===== src/rtl/mem_req_arbiter_pkg.sv =====
// Shared encodings for the memory request arbiter: FSM states, access sizes
// and a helper for sizing channel-index fields.
package mem_req_arbiter_pkg;

  typedef enum logic [1:0] {
    IDLE = 2'd0,
    ADDR = 2'd1,
    DATA = 2'd2
  } state_t;

  typedef logic [1:0] size_t;

  localparam size_t SZ_BYTE = 2'd0;
  localparam size_t SZ_HALF = 2'd1;
  localparam size_t SZ_WORD = 2'd2;

  // A single channel still needs a 1-bit index field.
  function automatic int idx_w(input int n);
    return (n > 1) ? $clog2(n) : 1;
  endfunction

endpackage


===== src/rtl/mem_req_arbiter_if.sv =====
// Memory-side request bus: one outstanding transaction, split address and
// data handshakes.
interface mem_req_arbiter_if #(
  parameter int AW = 32,
  parameter int DW = 32
) ();
  import mem_req_arbiter_pkg::*;

  logic          req;
  logic          wr;
  size_t         size;
  logic [AW-1:0] addr;
  logic [DW-1:0] wdata;
  logic          addr_ok;
  logic          data_ok;
  logic [DW-1:0] rdata;

  modport master (output req, wr, size, addr, wdata, input addr_ok, data_ok, rdata);
  modport slave  (input req, wr, size, addr, wdata, output addr_ok, data_ok, rdata);

endinterface


===== src/rtl/mem_req_arbiter_rr_pick.sv =====
// Request picker: fixed priority (lowest index) or round-robin starting just
// after the last granted index. Produces one-hot grant and its index.
module rr_pick #(
  parameter int NCH = 2,
  parameter int RR  = 1,
  parameter int IW  = 1
) (
  input  logic [NCH-1:0] req,
  input  logic [IW-1:0]  last,
  output logic [NCH-1:0] gnt,
  output logic [IW-1:0]  idx
);

  logic          found;
  logic [IW-1:0] ci;

  always_comb begin
    found = 1'b0;
    ci    = '0;
    gnt   = '0;
    idx   = '0;
    // Scan candidates in priority order; the first requester wins.
    for (int k = 0; k < NCH; k++) begin
      ci = (RR != 0) ? IW'((int'(last) + 1 + k) % NCH) : IW'(k);
      if (!found && req[ci]) begin
        found = 1'b1;
        idx   = ci;
      end
    end
    if (found) gnt[idx] = 1'b1;
  end

endmodule


===== src/rtl/mem_req_arbiter.sv =====
// Multi-channel memory request arbiter: picks one requester, forwards it to
// the memory bus, and routes the address/data handshakes back to it.
module mem_req_arbiter
  import mem_req_arbiter_pkg::*;
#(
  parameter int NCH = 2,
  parameter int AW  = 32,
  parameter int DW  = 32,
  parameter int RR  = 1
) (
  input  logic                    clk,
  input  logic                    rst,
  input  logic [NCH-1:0]          ch_req,
  input  logic [NCH-1:0]          ch_wr,
  input  size_t [NCH-1:0]         ch_size,
  input  logic [NCH-1:0][AW-1:0]  ch_addr,
  input  logic [NCH-1:0][DW-1:0]  ch_wdata,
  output logic [NCH-1:0]          ch_addr_ok,
  output logic [NCH-1:0]          ch_data_ok,
  output logic [DW-1:0]           ch_rdata,
  output logic [NCH-1:0]          ch_stall,
  output logic                    longest_stall,
  mem_req_arbiter_if.master       mem
);

  localparam int IW = idx_w(NCH);

  state_t         state, nxt;
  logic [NCH-1:0] gnt, pick_gnt, inflight;
  logic [IW-1:0]  last, pick_idx;
  logic           wr_q;
  size_t          size_q;
  logic [AW-1:0]  addr_q;
  logic [DW-1:0]  wdata_q;
  logic           start;

  assign start = (state == IDLE) && (|ch_req);

  rr_pick #(.NCH(NCH), .RR(RR), .IW(IW)) u_pick (
    .req  (ch_req),
    .last (last),
    .gnt  (pick_gnt),
    .idx  (pick_idx)
  );

  always_ff @(posedge clk) begin
    if (rst) state <= IDLE;
    else     state <= nxt;
  end

  // Pointer resets to the top index so channel 0 wins the first round.
  always_ff @(posedge clk) begin
    if (rst) begin
      gnt     <= '0;
      last    <= IW'(NCH - 1);
      wr_q    <= 1'b0;
      size_q  <= SZ_BYTE;
      addr_q  <= '0;
      wdata_q <= '0;
    end else if (start) begin
      gnt     <= pick_gnt;
      last    <= pick_idx;
      wr_q    <= ch_wr[pick_idx];
      size_q  <= ch_size[pick_idx];
      addr_q  <= ch_addr[pick_idx];
      wdata_q <= ch_wdata[pick_idx];
    end
  end

  assign mem.wr    = wr_q;
  assign mem.size  = size_q;
  assign mem.addr  = addr_q;
  assign mem.wdata = wdata_q;

  always_comb begin
    nxt        = state;
    mem.req    = 1'b0;
    ch_addr_ok = '0;
    ch_data_ok = '0;
    ch_rdata   = '0;
    inflight   = '0;
    case (state)
      IDLE: if (|ch_req) nxt = ADDR;
      ADDR: begin
        mem.req  = 1'b1;
        inflight = gnt;
        if (mem.addr_ok) begin
          ch_addr_ok = gnt;
          nxt        = DATA;
        end
      end
      DATA: begin
        // The completing cycle no longer counts the owner as stalled.
        if (mem.data_ok) begin
          ch_data_ok = gnt;
          ch_rdata   = mem.rdata;
          nxt        = IDLE;
        end else begin
          inflight = gnt;
        end
      end
      default: nxt = IDLE;
    endcase
  end

  assign ch_stall      = ch_req | inflight;
  assign longest_stall = |ch_stall;

endmodule

===== src/flat_wrapper.sv =====
// flat-port wrapper written by rule: the top's interface ports become plain ports
module mem_req_arbiter_flat import mem_req_arbiter_pkg::*;
#(
  parameter int NCH = 2,
  parameter int AW  = 32,
  parameter int DW  = 32,
  parameter int RR  = 1
)
  (clk, rst, ch_req, ch_wr, ch_size, ch_addr, ch_wdata, ch_addr_ok, ch_data_ok, ch_rdata, ch_stall, longest_stall, mem_req, mem_wr, mem_size, mem_addr, mem_wdata, mem_addr_ok, mem_data_ok, mem_rdata);
  mem_req_arbiter_if #(.AW(AW), .DW(DW)) mem_i ();
  input  logic clk;
  input  logic rst;
  input  logic [NCH-1:0] ch_req;
  input  logic [NCH-1:0] ch_wr;
  input  size_t [NCH-1:0] ch_size;
  input  logic [NCH-1:0][AW-1:0] ch_addr;
  input  logic [NCH-1:0][DW-1:0] ch_wdata;
  output logic [NCH-1:0] ch_addr_ok;
  output logic [NCH-1:0] ch_data_ok;
  output logic [DW-1:0] ch_rdata;
  output logic [NCH-1:0] ch_stall;
  output logic longest_stall;
  output wire logic [$bits(mem_i.req)-1:0] mem_req;
  output wire logic [$bits(mem_i.wr)-1:0] mem_wr;
  output wire logic [$bits(mem_i.size)-1:0] mem_size;
  output wire logic [$bits(mem_i.addr)-1:0] mem_addr;
  output wire logic [$bits(mem_i.wdata)-1:0] mem_wdata;
  input wire logic [$bits(mem_i.addr_ok)-1:0] mem_addr_ok;
  input wire logic [$bits(mem_i.data_ok)-1:0] mem_data_ok;
  input wire logic [$bits(mem_i.rdata)-1:0] mem_rdata;
  assign mem_req = mem_i.req;
  assign mem_wr = mem_i.wr;
  assign mem_size = mem_i.size;
  assign mem_addr = mem_i.addr;
  assign mem_wdata = mem_i.wdata;
  assign mem_i.addr_ok = mem_addr_ok;
  assign mem_i.data_ok = mem_data_ok;
  assign mem_i.rdata = mem_rdata;
  mem_req_arbiter #(.NCH(NCH), .AW(AW), .DW(DW), .RR(RR)) u_core (.clk(clk), .rst(rst), .ch_req(ch_req), .ch_wr(ch_wr), .ch_size(ch_size), .ch_addr(ch_addr), .ch_wdata(ch_wdata), .ch_addr_ok(ch_addr_ok), .ch_data_ok(ch_data_ok), .ch_rdata(ch_rdata), .ch_stall(ch_stall), .longest_stall(longest_stall), .mem(mem_i));
endmodule

===== config.mk =====
export PLATFORM = sky130hd
export DESIGN_NAME = mem_req_arbiter_flat
export DESIGN_NICKNAME = d
export VERILOG_FILES = /design/src/rtl/mem_req_arbiter_pkg.sv /design/src/rtl/mem_req_arbiter_if.sv /design/src/rtl/mem_req_arbiter_rr_pick.sv /design/src/rtl/mem_req_arbiter.sv /design/src/flat_wrapper.sv
export SDC_FILE = /design/constraint.sdc
export NUM_CORES = 1
export LEC_CHECK = 0
export CAP_MARGIN = 40
export CORE_AREA = 2 2 109 111
export DETAILED_ROUTE_END_ITERATION = 12
export DIE_AREA = 0 0 111 113
export DONT_BUFFER_PORTS = 1
export PLACE_DENSITY_LB_ADDON = 0.05
export SYNTH_ARGS = -nofsm -noshare
export SYNTH_HDL_FRONTEND = slang
export SYNTH_SLANG_ARGS = --single-unit
export TNS_END_PERCENT = 1

===== constraint.sdc =====
create_clock -name clk -period 3.35 [get_ports clk]
set_clock_uncertainty 0.2 [all_clocks]
set_input_delay 0.5025 -clock clk [delete_from_list [all_inputs] [get_ports clk]]
set_output_delay 0.5025 -clock clk [all_outputs]
set_load 0.1 [all_outputs]

* After elaboration in Yosys (flattened, before gate mapping)
Cells that the tools add are included.
** Storage, ports and cells
- Latch bits :: 0
- Memory bits (writable) :: 0
- Bits in read-only memories :: 0
- Logic and storage cells :: 59
- Flip-flop bits (word level) :: 72
- Input port bits :: 172
- Memories :: 0
** Cells by class
- Bitwise logic cells :: 1
- Reductions and logical operators :: 8
- Divide/modulo/power cells :: 0
- Order comparisons :: 4
- Shifts and indexed selects :: 0
- $mul :: 0
- Add/subtract/negate cells :: 2
- Multiplexer cells :: 32
- Eq/ne operators :: 5
** Operators with widths (number)
- $mux 32 :: 6
- $mux 2 :: 11
- $mux 1 :: 12
- $lt 1x2->1 const B :: 3
- $ne 2x2->1 const B :: 3
- $pmux 2 s3 :: 1
- $pmux 2 s2 :: 1
- $reduce_or 2->1 :: 2
- $logic_and 1x1->1 :: 3
- $reduce_and 3->1 :: 1
- $add 1x1->1 const B :: 2
- $eq 2x1->1 const B :: 1
- $eq 2x2->1 const B :: 1
- $logic_not 2->1 :: 1
- $or 2x2->2 :: 1
- $demux 1 s1 :: 1
- $ge 1x1->1 const B :: 1
- $logic_not 1->1 :: 1

* Logic depth before layout (Yosys ltp)
Gate-level depths: netlist of run 1.
- Word-level depth :: 12
- Depth in mapped cells :: 8
- Depth with buffers taken out :: 5

* Modules after synthesis
From an unflattened synthesis of run 1, not the netlist that was laid out.
** Unflattened totals
- Cell total of the unflattened synthesis :: 383
- Area, all modules :: 3975.1 um^2
** Modules (own cells, without submodules)
- mem_req_arbiter :: times used 1, area each 3948.8 um^2, cells an instance 379, seq. area each 1441.4 um^2
- rr_pick :: times used 1, area each 26.3 um^2, cells an instance 4, seq. area each 0.0 um^2

* Worst setup path after synthesis of run 1
OpenSTA, ideal clock, no wires.
- Kind :: register to output
- From :: reg u_core.state[1]
- To :: out longest_stall
- Path buffers :: 0
- Arrival time :: 2886 ps
- Path slack :: -239 ps
- Data required time :: 2647 ps
- Stages on the path, launching flop included :: 5
- Cell sequence :: dfxtp_1 -> inv_1 -> ha_1 -> o21ai_0 -> o21ai_0
** Between the ends
- Longest elaborated chain between the ends :: 4
** Ends and longest elaborated chain
- from (decl) :: line mem_req_arbiter.sv:28 : state_t state, nxt;
- from (signal assigned) :: line mem_req_arbiter.sv:48 : else state <= nxt;
- $eq 2x2->1 or $eq 2x1->1 (tied branches) :: line mem_req_arbiter.sv:82 : case (state)
- $pmux 2 s2 (*) :: line mem_req_arbiter.sv:82
- $or 2x2->2 (*) :: line mem_req_arbiter.sv:106 : assign ch_stall = ch_req | inflight;
- $reduce_or 2->1 (*) :: line mem_req_arbiter.sv:107 : assign longest_stall = |ch_stall;
- to (decl) :: line flat_wrapper.sv:22 : output logic longest_stall;
Every way passes the cells marked *; elsewhere a longest branch is shown, timed or not.

* Final worst setup path of run 1
- From :: reg u_core.state[0]
- To :: out ch_rdata[3]
** Between the ends
- Longest elaborated chain between the ends :: 2
** Ends and longest elaborated chain
- $eq 2x2->1 :: line mem_req_arbiter.sv:82
- $mux 32 :: line mem_req_arbiter.sv:82
- to (decl) :: line flat_wrapper.sv:20 : output logic [DW-1:0] ch_rdata;
No other way between the ends.

==> flow_summary_export.csv, run 1 <==
group,metric,value,unit
outcome,status,"finished clean",
power_and_ir_drop,power,5090,uW
timing,min_period,2.63,ns
clocking,htreeDepth,3,
synthesis,synth_top_area_cell,"dfxtp_1",
power_and_ir_drop,comb_power_share,55.6,%
route,ant_nets,0,
synthesis,synth.top_cells.by_count,"dfxtp_1, nor2_1, a21oi_1, nand2_1, a211oi_1",
run,drv_cap,0,
hold_path,min_from,"rst",
timing,rsz0062_at_grt,"false",
setup_path,slowest_stage,"ha_1",
route,wl,12.9,mm
floorplanning,num_io_pins,279,
setup_path,cpLargestDelayFamily,"buffers and inverters",
route,dr_total_vias,3653,
clocking,numCtsBuffers,9,
route,drc,0,
synthesis,synthFlopType,"dfxtp_1",
final_layout,antennaDiodeCount,0,
route,routedWlPerCell,19.0,um
placement,gp_congestion,0.811,
floorplanning,die_y,113,um
clocking,cts.sinks,72,
setup_path,cp_data_arrival_time,1.92,ns
synthesis,avgSynthCellArea,7.76,um^2
synthesis,synth_cells,455,
final_layout,instances_no_fill,682,
global_routing,grt_overflow_total,0,
timing,fin_setup_tns,0,ns
floorplanning,die-width,111,um
route,first_pass_iters,4,
timing,slew_violations,0,
final_layout,area_growth,57.9,%
clocking,cts.clk_slew.worst_paths,0.06,ns
global_routing,busiest_layer,"met2",
setup_path,crit_path_max_fanout,25,
synthesis,netlist_area,0.00353,mm^2
route,via_per_inst,5.36,
global_routing,gr-usage-met1,21.2,%
placement,port-buffer-count,0,
timing,relSlewSlack,56.8,%
global_routing,antenna_found_initial,0,
global_routing,grt.met3_usage,7.39,%
synthesis,synthArstFlopShare,0,%
hold_path,holdPathEnd,"u_core.mem.addr[1]$_SDFFE_PP0P_",
setup_path,cpMostUsedCell,"buf_4",
setup_path,crit_buf_inv,3,
floorplanning,start_util,31.3,%
floorplanning,design.die.area,0.0125,mm^2
synthesis,ys_ff_latch,72,
clocking,cts_resized,0,
route,first_iter_violations,154,
setup_path,cp.required,2.65,ns
final_layout,fin_nets,711,
power_and_ir_drop,cellLeakagePower,0.00252,uW
power_and_ir_drop,pwr-share-seq,24.5,%
power_and_ir_drop,power_frac_clock,19.9,%
synthesis,synth_most_common_cell,"dfxtp_1",
synthesis,synth_edf_count,0,
global_routing,grt_pass1_wl,19.9,mm
final_layout,layout-drive-gt1-share,26.3,%
clocking,clockBufferDepth,2,
placement,dpl.hpwl,9.13,mm
timing,holdWs,0.0376,ns
timing,worst_pin_slew,0.646,ns
power_and_ir_drop,p_per_area,913,mW/mm^2
setup_path,path_class,"flop to output port",
clocking,clk_latency,0.33,ns
setup_path,slowest_delay,0.33,ns
power_and_ir_drop,cell_internal_pwr,2610,uW
setup_path,reg2reg_depth,6,
synthesis,yosysWarnings,0,
global_routing,grtUsageMet2,35.8,%
synthesis,synth_top_cell_area_share,40.8,%
hold_path,hold_depth,1,
global_routing,grt_max_degree,70,
floorplanning,rows,39,
clocking,cts_setup_buffers,0,
timing,finalSetupViolations,0,
setup_path,r2r-start,"u_core.state[0]$_SDFFE_PP0P_",
clocking,cts_tree,"done",
placement,dp.cells,666,
timing,finalHoldViolations,0,
setup_path,worstSetupStartpointType,"flop",
timing,max_freq,0.381,GHz
hold_path,min_path_type,"input pin to flop",
synthesis,synthesis.nets,632,
power_and_ir_drop,power_switching,2480,uW
global_routing,grt_pass1_vias,3786,
timing,fin_crit_sh,78.4,%
setup_path,cp-end-kind,"output port",
synthesis,synth_area_leaders,"dfxtp_1, a211oi_1, a21oi_1",
power_and_ir_drop,max-vdd-ir-drop,0.000532,V
synthesis,synth_cell_type_count,26,
global_routing,grt.total_usage,20.0,%
clocking,cts_root_buf,"clkbuf_16",
clocking,holdBufCountCts,0,
floorplanning,coreArea,0.0113,mm^2
setup_path,r2r_end,"u_core.mem.addr[19]$_SDFFE_PP0P_",
setup_path,cp_cell_sequence,"inv_1, ha_1, buf_4, and3_1, buf_4",
synthesis,ys_seq_area_share,40.8,%
setup_path,r2r_setup_slack,1.10,ns
power_and_ir_drop,netSwitchingFraction,48.7,%
==> sequential cells by signal (all words and copies together), names as in the netlist <==
register          count
u_core.mem.addr      32
u_core.gnt            2
u_core.last           1
u_core.mem.size       2
u_core.mem.wr         1
u_core.state          2
u_core.mem.wdata     32
==> metal layers <==
metal	vias to the layer above	wire, um	share of wire [%]
met3	20	1090	8.4
met4	0	312	2.4
li1	1755	-	-
met1	1689	4800	37
met5	-	0	0
met2	189	6740	52
==> power by group through the flow <==
stage	clock, uW	sequential [uW]	combinational [uW]
after floorplan	0	2350	786
after global placement	0	2410	931
after detailed placement	0	1260	2850
after CTS	1050	1250	2850
after global routing	1080	1270	2960
final	1010	1250	2830
==> logic make-up (layout without fill, tap and decap cells) <==
kind of cell	Yosys count	in the layout	synth area share, %
AOI/OAI and AO/OA	151	151	28.9
muxes	1	1	0.284
DFF	72	72	40.8
and+or+nand+nor	179	179	21.9
adders and majority gates	5	5	1.77
buffers and inverters	47	131	6.35
==> layout make-up <==
type,count,area (um^2)
fillers,1033,5700
multi-input cells,336,1880
repair buffers,112,1740
flip-flops and latches,72,1440
clock buffers,14,284
well taps,143,179
clock inverters,2,35.0
inverters,3,11.3
==> metrics by stage <==
step | worst slack (ns) | utilization [%] | cell area [um^2]
2_1_floorplan | 0.482 | - | 3530
3_3_place_gp | 1.09 | 34.6 | 3900
3_5_place_dp | 1.05 | 46.6 | 5250
4_1_cts | 0.681 | 49.4 | 5570
5_1_grt | 0.547 | 49.4 | 5570
6_report | 0.723 | 49.4 | 5570
==> cell usage in the layout (no fill, tap or decap) <==
master / instances
a211o_1: 1
a211oi_1: 57
a211oi_2: 10
a21bo_2: 1
a21boi_4: 1
a21o_1: 2
a21oi_1: 69
a22oi_1: 1
and3_1: 37
buf_12: 4
buf_16: 28
buf_4: 41
buf_8: 39
bufinv_16: 1
clkbuf_1: 1
clkbuf_16: 9
clkbuf_8: 4
clkinv_2: 1
dfxtp_1: 72
ha_1: 5
inv_1: 3
mux2i_1: 1
nand2_1: 69
nor2_1: 70
nor2b_1: 3
o21a_1: 1
o21a_2: 1
o21ai_0: 3
o21ai_2: 1
o21ai_4: 1
o311a_1: 1
o31ai_1: 1
==> how the worst max path moves through the flow <==
stage,to,slack (ns),cells after the start,start
after floorplan,ch_addr_ok[0],0.48,3,u_core.state[1]$_SDFFE_PP0P_
after global placement,ch_rdata[0],1.09,5,u_core.state[0]$_SDFFE_PP0P_
after detailed placement,ch_rdata[3],1.05,5,u_core.state[0]$_SDFFE_PP0P_
after CTS,ch_rdata[3],0.68,5,u_core.state[0]$_SDFFE_PP0P_
after global routing,ch_rdata[3],0.55,5,u_core.state[0]$_SDFFE_PP0P_
final,ch_rdata[3],0.72,5,u_core.state[0]$_SDFFE_PP0P_
Note: power is estimated with default switching activity, not from simulation.
==> inputs of run 2 (changes only) <==
==> constraint.sdc (replaced) <==
create_clock -name clk -period 2.4 [get_ports clk]
set_clock_uncertainty 0.2 [all_clocks]
set_input_delay 0.36 -clock clk [delete_from_list [all_inputs] [get_ports clk]]
set_output_delay 0.36 -clock clk [all_outputs]
set_load 0.1 [all_outputs]
==> flow_summary_export.csv, run 2 (synthesis gave the netlist of run 1 again) <==
group,metric,value,unit
setup_path,worstSetupStartpointType,"flop",
clocking,clk_latency,0.32,ns
clocking,clockBufferDepth,2,
floorplanning,coreArea,0.0113,mm^2
timing,relSlewSlack,67.4,%
setup_path,slowest_stage,"dfxtp_1",
setup_path,cpLargestDelayFamily,"compound AO/OA/AOI/OAI gates",
route,first_iter_violations,145,
route,first_pass_iters,4,
route,via_per_inst,5.12,
timing,min_period,2.31,ns
route,ant_nets,0,
clocking,htreeDepth,3,
timing,fin_crit_sh,96.3,%
final_layout,area_growth,67.2,%
hold_path,min_path_type,"input pin to flop",
timing,slew_violations,0,
floorplanning,die-width,111,um
setup_path,crit_buf_inv,2,
clocking,numCtsBuffers,9,
timing,finalHoldViolations,0,
global_routing,antenna_found_initial,0,
run,drv_cap,0,
power_and_ir_drop,power,6580,uW
final_layout,fin_nets,783,
placement,gp_congestion,0.811,
clocking,cts_setup_buffers,0,
floorplanning,rows,39,
clocking,cts_tree,"done",
setup_path,r2r_setup_slack,0.09,ns
route,wl,13.5,mm
outcome,status,"finished clean",
clocking,cts.clk_slew.worst_paths,0.06,ns
final_layout,final_common_cell,"buf_4",
timing,worst_pin_slew,0.490,ns
global_routing,grt_max_degree,69,
route,dr_total_vias,3859,
setup_path,cp-end-kind,"output port",
final_layout,antennaDiodeCount,0,
timing,finalSetupViolations,0,
clocking,cts_root_buf,"clkbuf_16",
clocking,cts.sinks,72,
global_routing,grt.total_usage,20.4,%
placement,port-buffer-count,0,
power_and_ir_drop,p_per_area,1110,mW/mm^2
setup_path,crit_path_max_fanout,4,
setup_path,path_class,"flop to output port",
setup_path,cp.required,1.84,ns
final_layout,layout_common_cells,"buf_4, dfxtp_1, nor2_1",
timing,fin_setup_tns,0,ns
setup_path,cp_cell_sequence,"inv_1, ha_1, nor2b_1, o21a_1, a21o_1, buf_4",
placement,dpl.hpwl,9.63,mm
global_routing,grt_pass1_wl,20.6,mm
floorplanning,num_io_pins,279,
power_and_ir_drop,cellLeakagePower,0.00265,uW
global_routing,grt_pass1_vias,3793,
route,drc,0,
timing,rsz0062_at_grt,"false",
final_layout,layout-drive-gt1-share,24.7,%
route,routedWlPerCell,17.9,um
floorplanning,start_util,31.3,%
timing,max_freq,0.433,GHz
power_and_ir_drop,max-vdd-ir-drop,0.000524,V
floorplanning,design.die.area,0.0125,mm^2
floorplanning,die_y,113,um
setup_path,slowest_delay,0.37,ns
setup_path,cp_data_arrival_time,1.75,ns
global_routing,grt_overflow_total,0,
[run 2: cell type report]
cell class,count,area [um^2]
tap,143,179
inverter,3,11.3
clock buffer,9,225
sequential,72,1440
multi-input combinational,336,1880
timing repair buffer,184,2080
fill,1064,5370
clock inverter,7,80.1
[run 2: what timing repair did]
| item | in CTS | in global routing |
|---|---|---|
| resized for setup | 0 | 1 |
| hold endpoints to repair | 69 | 0 |
| hold buffers | 68 | 0 |
| endpoints found under the setup margin | 0 | 1 |
[run 2: power breakdown]
group	switching, uW	leakage [uW]	internal (uW)	total, uW
Clock	553	0.000148	818	1370
Combinational	2800	0.00190	878	3680
Sequential	85.0	0.000598	1450	1530
Total	3440	0.00265	3140	6580
[run 2: path summary, 6_finish.rpt]
kind	start	cells past startpoint	end
setup / recovery	u_core.state[0]$_SDFFE_PP0P_	6	ch_stall[0]
hold / removal	rst	2	u_core.last$_SDFFE_PP1P_
setup reg to reg	u_core.state[0]$_SDFFE_PP0P_	7	u_core.mem.wdata[22]$_SDFFE_PP0P_
hold reg to reg	u_core.mem.wdata[5]$_SDFFE_PP0P_	2	u_core.mem.wdata[5]$_SDFFE_PP0P_
[run 2: layer usage]
metal  global-route usage (%)  wire (um)  vias up
met5                        0          0        -
met3                     6.43       1020       20
met2                     37.4       6890      180
met4                     6.00        263        0
met1                     22.7       5280     1769
li1                         -          -     1890
[run 2: metrics by stage]
| stage | instances | hold WS [ns] | util (%) | cell area (um^2) | setup slack, ns |
|---|---|---|---|---|---|
| after floorplan | 455 | 0.271 | - | 3540 | -0.0879 |
| after global placement | 670 | 0.239 | 43.4 | 4890 | 0.470 |
| after detailed placement | 670 | 0.241 | 43.4 | 4890 | 0.423 |
| after CTS | 754 | 0.0214 | 52.3 | 5900 | 0.0417 |
| after global routing | 754 | 0.0487 | 52.3 | 5900 | 0.0125 |
| final | 754 | 0.0373 | 52.3 | 5900 | 0.0898 |
[run 2: worst register-to-register path: cells and delay by family (launching register included)]
family | cells | cell delay (ns)
buffers and inverters | 3 | 0.92
AOI/OAI and AO/OA | 2 | 0.41
DFF | 1 | 0.33
adders and majority gates | 1 | 0.31
and+or+nand+nor | 1 | 0.09
